### src/rtl/tca_histogram_ctrl.sv
// Time-correlation histogram sequencer: owns the bin RAM and runs clear,
// windowed acquisition (read-modify-write with forwarding) and bin readout.
module tca_histogram_ctrl #(
  parameter int BIN_ADDR_W = 8,
  parameter int CNT_W      = 8,
  parameter int LEN_W      = 32
) (
  input  logic                  clk,
  input  logic                  rst_n,
  input  logic                  cmd_valid_i,
  input  logic [1:0]            cmd_i,
  output logic                  cmd_ready_o,
  input  logic [LEN_W-1:0]      acq_len_i,
  input  logic                  evt_valid_i,
  input  logic [BIN_ADDR_W-1:0] evt_bin_i,
  output logic [BIN_ADDR_W-1:0] mem_addr_o,
  output logic [BIN_ADDR_W-1:0] mem_raddr_o,
  output logic                  mem_rd_en_o,
  input  logic [CNT_W-1:0]      mem_rdata_i,
  output logic                  mem_wr_en_o,
  output logic [CNT_W-1:0]      mem_wdata_o,
  output logic [CNT_W-1:0]      rd_data_o,
  output logic                  rd_valid_o,
  input  logic                  rd_ready_i,
  output logic                  rd_last_o,
  output logic                  acq_done_o,
  output logic                  sat_flag_o,
  output logic [15:0]           drop_cnt_o
);

  // state        | meaning
  // S_IDLE       | accept host command
  // S_CLEAR      | write 0 to every bin, one per cycle
  // S_ACQ        | window running, events enter the RMW pipeline
  // S_DRAIN      | finish last increment, pulse acq_done
  // S_RD_ISSUE   | read bin at addr_q
  // S_RD_WAIT    | capture read data
  // S_RD_PRESENT | hold bin on rd_data until rd_ready
  typedef enum logic [2:0] {
    S_IDLE, S_CLEAR, S_ACQ, S_DRAIN, S_RD_ISSUE, S_RD_WAIT, S_RD_PRESENT
  } state_e;

  localparam logic [BIN_ADDR_W-1:0] LAST_BIN = '1;
  localparam logic [CNT_W-1:0]      CNT_MAX  = '1;
  localparam logic [15:0]           DROP_MAX = 16'hFFFF;

  state_e                  state_q, state_d;
  logic [BIN_ADDR_W-1:0]   addr_q, addr_d;
  logic [LEN_W-1:0]        win_q, win_d;
  logic                    p1_valid_q, p1_valid_d;
  logic [BIN_ADDR_W-1:0]   p1_bin_q, p1_bin_d;
  logic                    fw_valid_q, fw_valid_d;
  logic [BIN_ADDR_W-1:0]   fw_addr_q, fw_addr_d;
  logic [CNT_W-1:0]        fw_data_q, fw_data_d;
  logic [CNT_W-1:0]        rd_data_q, rd_data_d;
  logic                    rd_valid_q, rd_valid_d;
  logic                    sat_q, sat_d;
  logic [15:0]             drop_q, drop_d;

  logic                    evt_acc;
  logic                    clr_stats;
  logic [CNT_W-1:0]        operand;
  logic [CNT_W-1:0]        incr;

  // The previous cycle's write is not yet visible through the read-first RAM.
  always_comb begin
    operand = (fw_valid_q && (fw_addr_q == p1_bin_q)) ? fw_data_q : mem_rdata_i;
    incr    = (operand == CNT_MAX) ? operand : operand + CNT_W'(1);
  end

  always_comb begin
    state_d     = state_q;
    addr_d      = addr_q;
    win_d       = win_q;
    p1_valid_d  = 1'b0;
    p1_bin_d    = p1_bin_q;
    fw_valid_d  = 1'b0;
    fw_addr_d   = fw_addr_q;
    fw_data_d   = fw_data_q;
    rd_data_d   = rd_data_q;
    rd_valid_d  = rd_valid_q;
    sat_d       = sat_q;
    drop_d      = drop_q;
    cmd_ready_o = 1'b0;
    mem_addr_o  = '0;
    mem_raddr_o = '0;
    mem_rd_en_o = 1'b0;
    mem_wr_en_o = 1'b0;
    mem_wdata_o = '0;
    acq_done_o  = 1'b0;
    evt_acc     = 1'b0;
    clr_stats   = 1'b0;

    if (p1_valid_q) begin
      mem_wr_en_o = 1'b1;
      mem_addr_o  = p1_bin_q;
      mem_wdata_o = incr;
      fw_valid_d  = 1'b1;
      fw_addr_d   = p1_bin_q;
      fw_data_d   = incr;
      if (operand == CNT_MAX) sat_d = 1'b1;
    end

    case (state_q)
      S_IDLE: begin
        cmd_ready_o = 1'b1;
        if (cmd_valid_i) begin
          case (cmd_i)
            2'b01: begin
              state_d   = S_CLEAR;
              addr_d    = '0;
              clr_stats = 1'b1;
            end
            2'b10: begin
              state_d = S_ACQ;
              win_d   = acq_len_i;
            end
            2'b11: begin
              state_d = S_RD_ISSUE;
              addr_d  = '0;
            end
            default: ;
          endcase
        end
      end
      S_CLEAR: begin
        mem_wr_en_o = 1'b1;
        mem_addr_o  = addr_q;
        mem_wdata_o = '0;
        addr_d      = addr_q + BIN_ADDR_W'(1);
        if (addr_q == LAST_BIN) state_d = S_IDLE;
      end
      S_ACQ: begin
        if (evt_valid_i && (win_q != '0)) begin
          evt_acc     = 1'b1;
          mem_rd_en_o = 1'b1;
          mem_raddr_o = evt_bin_i;
          p1_valid_d  = 1'b1;
          p1_bin_d    = evt_bin_i;
        end
        if (win_q != '0) win_d = win_q - LEN_W'(1);
        if (win_q <= LEN_W'(1)) state_d = S_DRAIN;
      end
      S_DRAIN: begin
        acq_done_o = 1'b1;
        state_d    = S_IDLE;
      end
      S_RD_ISSUE: begin
        mem_rd_en_o = 1'b1;
        mem_raddr_o = addr_q;
        mem_addr_o  = addr_q;
        state_d     = S_RD_WAIT;
      end
      S_RD_WAIT: begin
        rd_data_d  = mem_rdata_i;
        rd_valid_d = 1'b1;
        state_d    = S_RD_PRESENT;
      end
      S_RD_PRESENT: begin
        if (rd_ready_i) begin
          rd_valid_d = 1'b0;
          if (addr_q == LAST_BIN) begin
            state_d = S_IDLE;
          end else begin
            addr_d  = addr_q + BIN_ADDR_W'(1);
            state_d = S_RD_ISSUE;
          end
        end
      end
      default: state_d = S_IDLE;
    endcase

    if (evt_valid_i && !evt_acc && (drop_q != DROP_MAX)) drop_d = drop_q + 16'd1;
    if (clr_stats) begin
      sat_d  = 1'b0;
      drop_d = '0;
    end
  end

  always_ff @(posedge clk or negedge rst_n) begin
    if (!rst_n) begin
      state_q    <= S_IDLE;
      addr_q     <= '0;
      win_q      <= '0;
      p1_valid_q <= 1'b0;
      p1_bin_q   <= '0;
      fw_valid_q <= 1'b0;
      fw_addr_q  <= '0;
      fw_data_q  <= '0;
      rd_data_q  <= '0;
      rd_valid_q <= 1'b0;
      sat_q      <= 1'b0;
      drop_q     <= '0;
    end else begin
      state_q    <= state_d;
      addr_q     <= addr_d;
      win_q      <= win_d;
      p1_valid_q <= p1_valid_d;
      p1_bin_q   <= p1_bin_d;
      fw_valid_q <= fw_valid_d;
      fw_addr_q  <= fw_addr_d;
      fw_data_q  <= fw_data_d;
      rd_data_q  <= rd_data_d;
      rd_valid_q <= rd_valid_d;
      sat_q      <= sat_d;
      drop_q     <= drop_d;
    end
  end

  assign rd_data_o  = rd_data_q;
  assign rd_valid_o = rd_valid_q;
  assign rd_last_o  = rd_valid_q && (addr_q == LAST_BIN);
  assign sat_flag_o = sat_q;
  assign drop_cnt_o = drop_q;

endmodule

### config.mk
export PLATFORM = sky130hd
export DESIGN_NAME = tca_histogram_ctrl
export DESIGN_NICKNAME = d
export VERILOG_FILES = /design/src/rtl/tca_histogram_ctrl.sv
export SDC_FILE = /design/constraint.sdc
export NUM_CORES = 1
export LEC_CHECK = 0
export BUFFER_PORTS_ARGS = -buffer_cell sky130_fd_sc_hd__buf_4
export CAP_MARGIN = 5
export CORE_MARGIN = 5
export CORE_UTILIZATION = 40
export DETAILED_ROUTE_END_ITERATION = 7
export GPL_ROUTABILITY_DRIVEN = 0
export PLACE_DENSITY_LB_ADDON = 0.15
export REMOVE_ABC_BUFFERS = 1
export SYNTH_ARGS = -nofsm -noshare
export SYNTH_HDL_FRONTEND = slang
export SYNTH_SLANG_ARGS = --single-unit
### constraint.sdc
create_clock -name clk -period 8.9 [get_ports clk]
set_input_delay 0 -clock clk [delete_from_list [all_inputs] [get_ports clk]]
set_output_delay 0 -clock clk [all_outputs]
set_load 0.01 [all_outputs]
==> summary.md, run 1 <==
| Metric | Value |
|---|---|
| Ant diodes | 0 |
| Unrepaired setup endpoints after global routing | false |
| Vias | 5424 |
| GRT overflow | 0 |
| Final Hold Fails | 0 |
| WP data arrival | 3.79 ns |
| Io pins | 110 |
| Sequential element share of the synthesized area | 41.4% |
| YS warnings | 0 |
| Asr flop ratio synth | 100% |
| Critical path required time | 8.90 ns |
| Ys flop type | dfrtp_1 |
| Rows | 43 |
| Mux cell area share after synthesis | 4.42% |
| Clock Skews | 0.00838 ns |
| Filler Cells Inserted | 1305 |
| Post-DP HPWL | 10700 um |
| Syn Area/Cell | 8.70 um^2 |
| Clk sinks | 95 |
| DRT antenna net count | 0 |
| Most frequent cell after synthesis | dfrtp_1 |
| EDFF count, synth | 0 |
| Largest family of logic cells by synthesized area | simple AND/OR/NAND/NOR gates |
| Final period utilization | 42.6% |
| Post-synth top area share | 41.4% |
| Critical path endpoint category | output port |
| Vias in the first global route | 4933 |
| Root Buffer | clkbuf_16 |
| Layout cell share with drive strength beyond 1 | 21.6% |
| MaxCap Viol Count | 0 |
| Dominant cell type by area after synthesis | dfrtp_1 |
| Max-slew headroom | 25.0% |
| Post-Synth XOR/XNOR Area | 5.03% |
| Clock buffer count from CTS | 9 |
| Fmax | 0.264 GHz |
| Die Area | 16900 um^2 |
| Clock Pin Slew Worst Setup and Hold Paths | 0.07 ns |
| Cell variety after synth | 61 |
| Setup violators final | 0 |
| Core area | 14000 um^2 |
| FF+latch count, synth | 95 |
| Post-route setup TNS | 0 ns |
| Post-CTS Repair Setup Buffers | 0 |
| First-pass iteration count of the detailed router | 5 |
| Nets | 853 |
| Met3 Use GR | 4.30% |
| Worst Tran Pin Value | 1.12 ns |
| Synth Area in Simple Gates | 23.0% |
| Total track usage | 18.0% |
| Fin crit period | 3.79 ns |
| Area growth syn-to-layout | 28.9% |
| Starting density of the core | 41.1% |
| Setup crit start kind | flop |
| Starting DRT DRC Count | 313 |
| First-pass GRT wire length | 24500 um |
| Power density cells | 280 nW/um^2 |
| Max-slew violation count | 0 |
| FF+latch area | 2380 um^2 |
| Crit-path max FO | 51 |
| Adder-cell share of the synthesized area | 1.09% |
| Largest cells by area after synthesis | dfrtp_1 41%, o21ai_0 5.8%, nor2_1 4.4% |
| Met1 GRT Util | 24.3% |
| Clock Latency Late Sink | 0.34 ns |
| LEAKAGE | 3.11 nW |
| Gate Count Post-Synth | 661 |
| Initial antenna violation count | 0 |
| Post-CTS sizing | 0 |
| Busiest metal layer after global routing | met2 |
| Largest net degree at the start of global routing | 52 |
| Die Wd | 130 um |
| Hold_ws | 0.0444 ns |
| Largest buffer count on any clock path | 2 |
| Kind of critical path | flop to output port |
| Area occupied by multi-input gates | 3130 um^2 |
| Run status | finished, final reports clean |
| Avg WL per Cell | 15.7 um |
| Global routing usage on met2 | 29.4% |
| CTS tree | yes |
| Via/cell ratio | 5.55 |
| Die H | 130 um |
| Drt total wl | 15300 um |
| Netlist Area Pre-Place | 5750 um^2 |
| Complex-gate fraction of the synthesized area | 20.8% |
| HP Class | input port to flop |
| Port Buffer Count | 109 |
| Commonest cells in the netlist | 95 x dfrtp_1, 67 x nor2_1, 67 x o21ai_0 |
| Max VDD drop | 0.126 mV |
| CTS H-Tree Depth | 3 |
| Final core occ | 53.0% |
| DRC | 0 |
## worst paths after layout
kind / start / depth (start not counted) / end / slack (ns)
max reg2reg: win_q[2] / 6 / win_q[15] / 5.28
min: acq_len_i[17] / 4 / win_q[17] / 0.04
min in group asynchronous: rst_n / 2 / p1_bin_q[5] / 0.22
max: state_q[2] / 6 / mem_raddr_o[3] / 5.11
max in group asynchronous: rst_n / 3 / win_q[25] / 7.57
min reg2reg: rd_data_o[5] / 2 / rd_data_o[5] / 0.51
## flip-flops by register name (all words and copies together) (netlist names)
signal / count
addr_q: 8
drop_cnt_o: 16
fw_addr_q: 8
fw_data_q: 8
fw_valid_q: 1
p1_bin_q: 8
p1_valid_q: 1
rd_data_o: 8
rd_valid_o: 1
sat_flag_o: 1
state_q: 3
win_q: 32
## worst max-delay path: stages (launching register included)
cell and delay, ns:
dfrtp_1 0.49, nand2b_1 0.26, nand2b_2 0.69, a41oi_4 0.88, and2_1 0.71, a22o_1 0.27, buf_4 0.12
## per-layer routing
layer	part of all wire (%)	vias to the layer above	wire length, um
li1	-	2657	-
met1	45	2609	6830
met2	49	146	7530
met3	5.1	12	786
met4	1.3	0	193
met5	0	-	0
## metrics by stage
step / power (mW) / worst slack (ns) / instance area, um^2 / instances
after CTS: 2.10 / 5.06 / 7410 / 977
after global placement: 1.64 / 5.38 / 6670 / 918
after floorplan: 1.36 / 5.54 / 5570 / 623
final: 2.07 / 5.11 / 7410 / 977
after detailed placement: 1.68 / 5.30 / 6670 / 918
after global routing: 2.24 / 4.83 / 7410 / 977
## repair_timing
action / in CTS / in global routing
setup endpoints to repair: 0 / 0
hold buffers: 44 / 0
hold endpoints to repair: 89 / 0
## kinds of logic (layout without fill, tap and decap cells)
| kind of cell | count (synthesis) | in the layout |
|---|---|---|
| AO/OA/AOI/OAI | 191 | 191 |
| AND/OR/NAND/NOR | 257 | 257 |
| multiplexers | 23 | 23 |
| adder cells (fa/ha/maj) | 5 | 5 |
| flip-flops | 95 | 95 |
| buffers and inverters | 57 | 193 |
| XOR/XNOR | 33 | 33 |
## placed cells by master (no fill, tap or decap), types with 9 or more instances in the layout
cell type,count
dfrtp_1,95
buf_4,115
inv_1,18
nand2_1,66
nor3_2,11
mux2_2,18
nand3_1,23
and3_1,9
nand4_1,11
nor3_1,18
a21oi_1,50
o21ai_0,67
nor4_1,14
clkbuf_16,9
xnor2_1,28
dlygate4sd3_1,44
nor2_1,66
## power by group
group / total, mW / internal [mW] / switching [mW]
registers: 0.800 / 0.604 / 0.196
logic: 0.882 / 0.391 / 0.491
clock network: 0.392 / 0.230 / 0.162
## cell type report
type	instances	area share (%)
Clock buffer	11	3.41
Clock inverter	4	0.608
Inverter	19	0.963
Multi-Input combinational cell	509	42.3
Sequential cell	95	32.1
Tap cell	180	3.04
Timing Repair Buffer	159	17.6
No activity file was read; power rests on OpenSTA's default activity.
==> inputs of run 2 (changes only) <==
ABC_AREA = 1   (was default)
clock period = 3.1 ns   (was 8.9 ns; I/O delays follow)
==> run 2 against run 1 <==
Non-clock buffer count unchanged. Global-route usage increased by 1.2 points. Clock skew decreased by 0.0024 ns. Core utilization decreased by 0.52 points. Clock power increased to 2.7 times the previous value. Critical path depth increased by 8. Cell count increased by 19%. Die area increased by 0.86%. Routed wire length increased by 4.6%. Combinational power increased to 4.0 times the previous value. Critical path type unchanged. Largest cell class unchanged.
==> summary.md, run 2 <==
| Metric | Value |
|---|---|
| Run status | finished, final reports clean |
| Crit-path max FO | 11 (-78%) |
| Max-slew headroom | 42.8% (+18 points) |
| Via/cell ratio | 4.93 (-11%) |
| DRT antenna net count | 0 (unchanged) |
| Root Buffer | clkbuf_16 |
| Int Power | 3.71 mW (+200%) |
| Largest cells by area after synthesis | dfrtp_1 41%, nand2_1 14%, o21ai_0 7.4% |
| Placed insts | 1108 (+21%) |
| Largest register FFs | 32 (unchanged) |
| Vias in the first global route | 5418 (+9.8%) |
| Fin crit period | 2.73 ns |
| Pre-CTS setup slack | 0.486 ns (-4.81 ns) |
| Biggest register | win_q |
| Rows | 44 (+2.3%) |
| FF+latch count, synth | 95 (unchanged) |
| Max-slew violation count | 0 (unchanged) |
| Netlist Area Pre-Place | 5800 um^2 (+0.94%) |
| CTS H-Tree Depth | 3 (unchanged) |
| MaxCap Viol Count | 0 (unchanged) |
| CP delay by family, top | simple AND/OR/NAND/NOR gates |
| Placement Cell Area | 6830 um^2 (+2.4%) |
| Critical path endpoint category | output port |
| Met1 GRT Util | 26.7% (+2.5 points) |
| Most common cell after layout, fill and taps aside | nand2_1 |
| Starting density of the core | 40.4% (-0.71 points) |
| CTS tree | yes |
| Area growth syn-to-layout | 29.8% |
| Nets | 1037 (+22%) |
| Slowest CP cell | dfrtp_1 |
| Worst path buffer plus inverter count | 2 (+1) |
| DRC | 0 (unchanged) |
| Avg WL per Cell | 13.8 um (-12%) |
| Io pins | 110 (unchanged) |
| EDFF count, synth | 0 (unchanged) |
| Clock Latency Late Sink | 0.34 ns (about the same) |
| Clock buffer count from CTS | 9 (unchanged) |
| Post-synth top area share | 41.0% (-0.38 points) |
| WP data arrival | 2.73 ns (-1.06 ns) |
| Setup crit start kind | flop |
| Gate Count Post-Synth | 830 (+26%) |
| Met3 Use GR | 4.15% (-0.15 points) |
| Largest buffer count on any clock path | 2 (unchanged) |
| Max VDD drop | 0.462 mV (+270%) |
| Critical path cell sequence | inv_1, nand2_1, a21oi_4, nand3_2, nand2_1, nand2_1, ha_1, nand2_1, nor2_2, nand2_1, nand3_1, nand2_1, nor2_1, buf_4 |
| HP Class | input port to flop |
| Switching share of power | 45.9% (+5.0 points) |
| Non-Filler Instances | 1165 (+19%) |
| Drt total wl | 16000 um (+4.6%) |
| Psw | 3.14 mW (+270%) |
| Setup violators final | 0 (unchanged) |
| Most frequent cells in the layout | 215 x nand2_1, 116 x buf_4, 99 x inv_1 |
| Total track usage | 19.2% (+1.2 points) |
| Final period utilization | 88.1% |
| Ant diodes | 0 (unchanged) |
| Syn Area/Cell | 6.99 um^2 (-20%) |
| Starting DRT DRC Count | 465 (+49%) |
| Gate power share | 51.6% (+9.1 points) |
| Clock Skews | 0.00599 ns (-0.00238 ns) |
| Die Wd | 130 um (+0.43%) |
| Flop pwr share | 32.9% (-5.7 points) |
| Die H | 130 um (+0.43%) |
| Setup ws final | 0.368 ns (-4.74 ns) |
| Clock share of power | 15.5% (-3.4 points) |
| Asr flop ratio synth | 100% (unchanged) |
| YS warnings | 0 (unchanged) |
| Clock Pin Slew Worst Setup and Hold Paths | 0.06 ns (about the same) |
| Worst Tran Pin Value | 0.858 ns (-0.257 ns) |
| Area occupied by multi-input gates | 2920 um^2 (-6.8%) |
| Clk sinks | 95 (unchanged) |
| Most frequent cell after synthesis | nand2_1 |
| Power density cells | 909 nW/um^2 (+220%) |
| Global routing usage on met2 | 31.1% (+1.7 points) |
| Commonest cells in the netlist | 215 x nand2_1, 99 x inv_1, 95 x dfrtp_1 |
| Fmax | 0.366 GHz |
| Ys flop type | dfrtp_1 |
| Port Buffer Count | 109 (unchanged) |
| Final Hold Fails | 0 (unchanged) |
| Die Area | 17000 um^2 (+0.86%) |
| Hold_ws | 0.00441 ns (-0.0400 ns) |
| Initial antenna violation count | 0 (unchanged) |
| Most numerous cell on the critical path | nand2_1 |
| Vias | 5749 (+6.0%) |
| Busiest metal layer after global routing | met2 |
| Unrepaired setup endpoints after global routing | false |
| First-pass iteration count of the detailed router | 5 (unchanged) |
| FF+latch area | 2380 um^2 (unchanged) |
| Cell variety after synth | 43 (-30%) |
| Dominant cell type by area after synthesis | dfrtp_1 |
| Critical path required time | 3.10 ns (-5.80 ns) |
| Crit-path max cell delay | 0.40 ns (-0.48 ns) |
| Kind of critical path | flop to output port |
| Fin area | 7530 um^2 (+1.7%) |
| Largest net degree at the start of global routing | 64 (+23%) |
| GRT overflow | 0 (unchanged) |
| Sequential element share of the synthesized area | 41.0% (-0.38 points) |
| Post-DP HPWL | 11600 um (+8.7%) |
| Layout cell share with drive strength beyond 1 | 16.7% (-4.9 points) |
| Filler Cells Inserted | 1491 (+14%) |
| Core area | 14400 um^2 (+2.7%) |
| First-pass GRT wire length | 26200 um (+6.9%) |
| Post-route setup TNS | 0 ns (unchanged) |
| LEAKAGE | 3.64 nW (+17%) |
run 2: worst paths after layout:
path / startpoint / end / slack (ns) / depth (start not counted)
max in group asynchronous: rst_n / drop_cnt_o[15] / 2.10 / 3
worst max-delay path: p1_bin_q[2] / mem_wdata_o[5] / 0.37 / 14
worst min register to register: rd_data_o[7] / rd_data_o[7] / 0.47 / 2
min in group asynchronous: rst_n / fw_addr_q[3] / 0.31 / 2
worst max register to register: p1_bin_q[2] / fw_data_q[3] / 0.71 / 13
worst min-delay path: acq_len_i[26] / win_q[26] / 0.004 / 3
run 2: routing by layer:
layer	wire length, um	vias up	part of all wire (%)
met5	0	-	0
met4	140	0	0.87
met3	787	10	4.9
met2	7430	113	46
met1	7690	2637	48
li1	-	2989	-
run 2: what timing repair did:
item,in CTS,in global routing
endpoints found under the hold margin,103,0
hold buffers,42,0
setup buffers,0,0
endpoints found under the setup margin,0,11
resized for setup,0,2
run 2: final cells by class:
| cell class | instances | area share [%] |
|---|---|---|
| Timing Repair Buffer | 159 | 17.4 |
| Multi-Input combinational cell | 601 | 38.8 |
| Inverter | 111 | 5.53 |
| Tap cell | 184 | 3.06 |
| Sequential cell | 95 | 31.6 |
| Clock buffer | 15 | 3.69 |
run 2: through the flow:
stage	power, mW	util [%]
floorplan	4.49	-
global placement	5.73	47.5
detailed placement	5.76	47.5
CTS	6.90	52.4
global route	7.50	52.4
finish	6.85	52.4
run 2: power by group through the flow:
stage | Combinational (mW) | Clock [mW] | Sequential [mW]
after global routing | 4.01 | 1.15 | 2.33
after floorplan | 2.25 | 0 | 2.25
after detailed placement | 3.50 | 0 | 2.26
after global placement | 3.47 | 0 | 2.26
final | 3.53 | 1.06 | 2.25
after CTS | 3.55 | 1.09 | 2.25
run 2: tightest hold or removal path, stage by stage:
cell and delay (ns):
buf_4 0.08, o21ai_0 0.07, o21ai_1 0.15
run 2: cells by family after synthesis:
family | count (synthesis) | synth area share, %
buffers and inverters | 134 | 9.06
flip-flops | 95 | 41.0
XOR/XNOR | 16 | 2.42
AO/OA/AOI/OAI | 169 | 15.8
adder cells (fa/ha/maj) | 5 | 1.08
AND/OR/NAND/NOR | 411 | 30.6
